### src/rtl/mux4.sv
// mux4: four-input, WIDTH-bit word multiplexer with a 2-bit select.
//
// y is the purely combinational selected word. y_q/s_q are a registered copy
// of the selected word and of the select that produced it, loaded on a rising
// clk while en is high, for use in pipelined datapaths.
//
// Ports:
//   clk    - system clock, rising-edge active
//   reset  - asynchronous, active-high; clears y_q/s_q only
//   d0..d3 - WIDTH-bit data inputs, selected by s = 00/01/10/11
//   s      - 2-bit select
//   en     - load enable for y_q/s_q
//   y      - combinational selected word
//   y_q    - registered selected word
//   s_q    - registered select that produced y_q
module mux4 #(
    parameter int unsigned WIDTH = 4
) (
    input  logic             clk,
    input  logic             reset,
    input  logic [WIDTH-1:0] d0,
    input  logic [WIDTH-1:0] d1,
    input  logic [WIDTH-1:0] d2,
    input  logic [WIDTH-1:0] d3,
    input  logic [1:0]       s,
    input  logic             en,
    output logic [WIDTH-1:0] y,
    output logic [WIDTH-1:0] y_q,
    output logic [1:0]       s_q
);

    localparam int unsigned SEL_W = 2;

    // Word select; an unknown select propagates as all-X in simulation and is
    // a don't-care for synthesis.
    always_comb begin
        y = 'x;
        case (s)
            2'b00:   y = d0;
            2'b01:   y = d1;
            2'b10:   y = d2;
            2'b11:   y = d3;
            default: y = 'x;
        endcase
    end

    // Registered copy of the selected word and its select.
    always_ff @(posedge clk or posedge reset) begin
        if (reset) begin
            y_q <= '0;
            s_q <= SEL_W'(0);
        end else if (en) begin
            y_q <= y;
            s_q <= s;
        end
    end

endmodule

### config.mk
export PLATFORM = sky130hd
export DESIGN_NAME = mux4
export DESIGN_NICKNAME = d
export VERILOG_FILES = /design/src/rtl/mux4.sv
export SDC_FILE = /design/constraint.sdc
export NUM_CORES = 1
export LEC_CHECK = 0
export CAP_MARGIN = 25
export CORE_AREA = 2 2 39 41
export DETAILED_ROUTE_END_ITERATION = 8
export DIE_AREA = 0 0 41 43
export PLACE_DENSITY = 0.73
export SETUP_SLACK_MARGIN = 0.1
export SLEW_MARGIN = 20
export SYNTH_ARGS = -nofsm -noshare
export SYNTH_HDL_FRONTEND = slang
export SYNTH_SLANG_ARGS = --single-unit
export TNS_END_PERCENT = 10
### constraint.sdc
create_clock -name clk -period 1 [get_ports clk]
set_input_delay 0.1 -clock clk [delete_from_list [all_inputs] [get_ports clk]]
set_output_delay 0.1 -clock clk [all_outputs]
set_load 0.02 [all_outputs]
Word-level counts from Yosys, hierarchy flattened. Cells that the tools add are included. W data, S select, Z words.

Register bits after elaboration: 6. Bits in latches: 0. RAM bits: 0. Memory bits (read-only): 0. Memories kept: 0.

Add/sub/neg operators: 0. Multiply operators: 0. Div/mod/pow operators: 0. Order comparisons: 0. Equal/unequal tests: 3. Shift operators: 0. Mux-type cells: 1. Bitwise logic cells: 0. Reduce and logical (&&, ||, !) cells: 1.

Operator list (number): $pmux W4 S4 (1); $eq A2 B2 Y1 const B (2); $eq A2 B1 Y1 const B (1); $logic_not A2 Y1 (1).

Logic depth before layout (Yosys ltp).
Word-level depth: 2. Depth in mapped cells: 3. Depth with buffers taken out: 2.

Worst setup path after synthesis. No wires, ideal clock.

Path type: input -> output. From: in s[0]. To: out y[0]. Arrival: 0.747 ns. Setup slack: 0.153 ns. Stages: 3. Cell sequence: buf_6 -> mux2i_1 -> mux2i_1.

Cells in the longest elaborated chain, start to end: 2. Elaborated cells between the ends (all ways): 5. Classes of those cells: 3 x eq/ne; 1 x mux; 1 x reduce/logical.

RTL lines: start, declared (RTL line 25) `input logic [1:0] s,`; $eq A2 B2 Y1, or another cell as far along (RTL line 38) `case (s)`; $pmux W4 S4 (*) (RTL line 38); end, declared (RTL line 27) `output logic [WIDTH-1:0] y,`.

Mark *: on every way between the ends. The rest lies on a longest branch, timed or not.

Worst setup path after layout.
From: in s[0]. To: out y[3].

Same word-level chain as after synthesis.

==> key figures <==
Finish
  – Diodes inserted: 0
  – Area Growth Syn to Fin: 133%
  – Nets: 107
  – Fraction of layout cells with a size suffix above 1: 0.500
  – Fillcell total: 116

Timing
  – Least-Margin Pin Slew: 0.229 ns
  – Hold Vio Cnt, Final: 0
  – Worst slew margin: 0.843
  – RSZ-0062 raised after global routing: true
  – Clock skew: 0 ns
  – Final setup viols: 0
  – Slew Viols, Final: 0
  – Total Neg Setup Slack: 0 ns
  – F_max: 1030 MHz
  – WHS: 0.0626 ns
  – Final period util: 0.967
  – Tmin final: 0.967 ns

Yosys
  – Distinct cell type count after synthesis: 11
  – Yosys reg bits: 6
  – Syn nets: 55
  – Mapped Cells: 34
  – Synth Warn #: 0
  – Synthesized area: 389 sq um
  – Post-Syn Area per Cell: 11.4 sq um
  – Sequential share of the synthesized area: 0.386

Route
  – Iter 0 DRT Violations: 2
  – Vias per inst: 4.54
  – TritonRoute pass-1 iters: 2
  – Avg WL per Cell: 11.8 microns
  – DRC viols: 0
  – Via count: 454
  – Final ANT Viol Nets: 0
  – Routed wire length: 1180 microns

Critical path
  – Crit path cell chain: buf_6 -> buf_4 -> mux2i_1 -> mux2i_1 -> buf_4
  – Setup crit start: s[0]
  – Critical Path Start Type: input port
  – Critical path endpoint category: primary output
  – Type of the worst setup path: input port to primary output
  – Maximum fanout along the worst path: 3
  – Max stage delay on crit path: 0.26 ns
  – CP arrival: 0.87 ns
  – Reg2reg start: s_q[0]$_DFFE_PP0P_
  – CP required: 0.90 ns
  – Critical path buffers and inverters: 3
  – Top delay family on crit path: multiplexers
  – Slowest-stage cell, CP: mux2i_1

Power
  – Max IR drop VDD: 611 uV
  – Total power: 0.000907 W
  – Leak: 0.444 nW
  – PD cells: 1000 mW/mm^2

Clock network
  – Clk slew on worst S/H paths: 0.04 ns
  – Clk buf depth: 2
  – Root Buffer: clkbuf_4
  – H-tree depth: 1
  – # hold bufs at CTS: 0
  – Worst skew pair latency: 0.24 ns
  – CTS Sinks: 6
  – Total CTS buffers: 3
  – CTS tree: yes

GRT
  – Pin count of the biggest net entering global routing: 7
  – GRT Total Usage: 0.145
  – Vias in the first global route: 432
  – First-pass GRT wire length: 1730 microns
  – Initial antenna violation count: 0
  – GRT overflow: 0

Die
  – Die Wd: 41 microns
  – Core area: 0.00138 sq mm
  – Site Rows: 14
  – Top-level I/O count: 31
  – Initial Util: 0.281
  – Die Ht: 43 microns
  – Die footprint: 0.00176 sq mm

Outcome
  – Status: finished clean

Place
  – Detail Placement HPWL: 803 microns
  – Gpl congestion: 0.667
  – Port Buffers: 30

Worst hold path
  – Hold Crit Class: input port to asynchronous set/reset pin

Run
  – Maxcap violations: 0
power by group:
| part | switching [W] | leakage, nW | internal [W] |
|---|---|---|---|
| clock network | 0.0000758 | 0.0138 | 0.000135 |
| logic | 0.000175 | 0.358 | 0.000235 |
| registers | 0.0000139 | 0.0730 | 0.000272 |
per-stage QoR:
| step | worst slack [ns] | utilization | cell area (sq um) | cells |
|---|---|---|---|---|
| 6_report | 0.0328 | 0.655 | 906 | 100 |
| 3_3_place_gp | -0.730 | 0.559 | 773 | 89 |
| 2_1_floorplan | 0.153 | - | 389 | 34 |
| 4_1_cts | 0.0262 | 0.612 | 847 | 100 |
| 3_5_place_dp | -0.757 | 0.559 | 773 | 89 |
| 5_1_grt | -0.0167 | 0.655 | 906 | 100 |
synth_stat cells (all sizes together):
cell type | instances | area (sq um)
o221ai | 4 | 41.3
inv | 2 | 7.51
mux2i | 12 | 120
dfrtp | 6 | 150
o21ai | 1 | 5.00
buf | 2 | 18.8
mux2 | 1 | 11.3
nand2 | 1 | 3.75
nand2b | 5 | 31.3
cell type report:
| class | instances | area, sq um | share of cell area |
|---|---|---|---|
| Timing Repair Buffer | 49 | 433 | 0.478 |
| Sequential cell | 6 | 150 | 0.166 |
| Clock buffer | 3 | 22.5 | 0.0249 |
| Multi-Input combinational cell | 24 | 273 | 0.301 |
| Tap cell | 16 | 20.0 | 0.0221 |
| Inverter | 2 | 7.51 | 0.00829 |
per-layer routing:
metal,track usage,up-vias,share of wire
met5,0,-,0
met4,0.0800,0,0.015
met3,0.0157,2,0.059
met2,0.238,18,0.52
met1,0.172,209,0.40
li1,-,225,-
logic make-up (layout without fill, tap and decap cells):
logic type	Yosys count	count (layout)	share of synthesized area
mux	13	13	0.338
simple gates	6	6	0.0900
compound gates	5	5	0.119
flops	6	6	0.386
buf+inv	4	54	0.0675
timing repair:
item	4_1_cts	5_1_grt
hold endpoints to repair	0	0
setup endpoints to repair	14	14
resized for setup	67	11
setup buffers	8	0
flip-flops by register name, indices dropped and copies added (netlist names):
signal and count:
y_q 4, s_q 2
layout by cell type (no fill, tap or decap):
cell,n
o221ai_2,1
buf_6,2
buf_12,1
o221ai_1,3
dlygate4sd2_1,17
dfrtp_1,6
nand2_2,1
clkdlybuf4s50_1,1
inv_1,2
mux2_2,1
mux2i_1,6
mux2i_2,2
nand2b_1,5
clkbuf_4,3
mux2i_4,4
clkdlybuf4s15_2,5
buf_4,21
buf_2,1
dlymetal6s2s_1,1
o21ai_0,1
path summary, 6_finish.rpt:
kind                                      end  slack [ns]  cells past startpoint
max in group asynchronous  s_q[1]$_DFFE_PP0P_        0.76                      2
min reg2reg                y_q[3]$_DFFE_PP0P_        0.49                      2
max                                      y[3]        0.03                      5
min                        y_q[3]$_DFFE_PP0P_        0.06                      2
max reg2reg                s_q[0]$_DFFE_PP0P_        0.26                      1
min in group clk           s_q[0]$_DFFE_PP0P_        0.24                      3
Power figures use the tool's default switching activity.
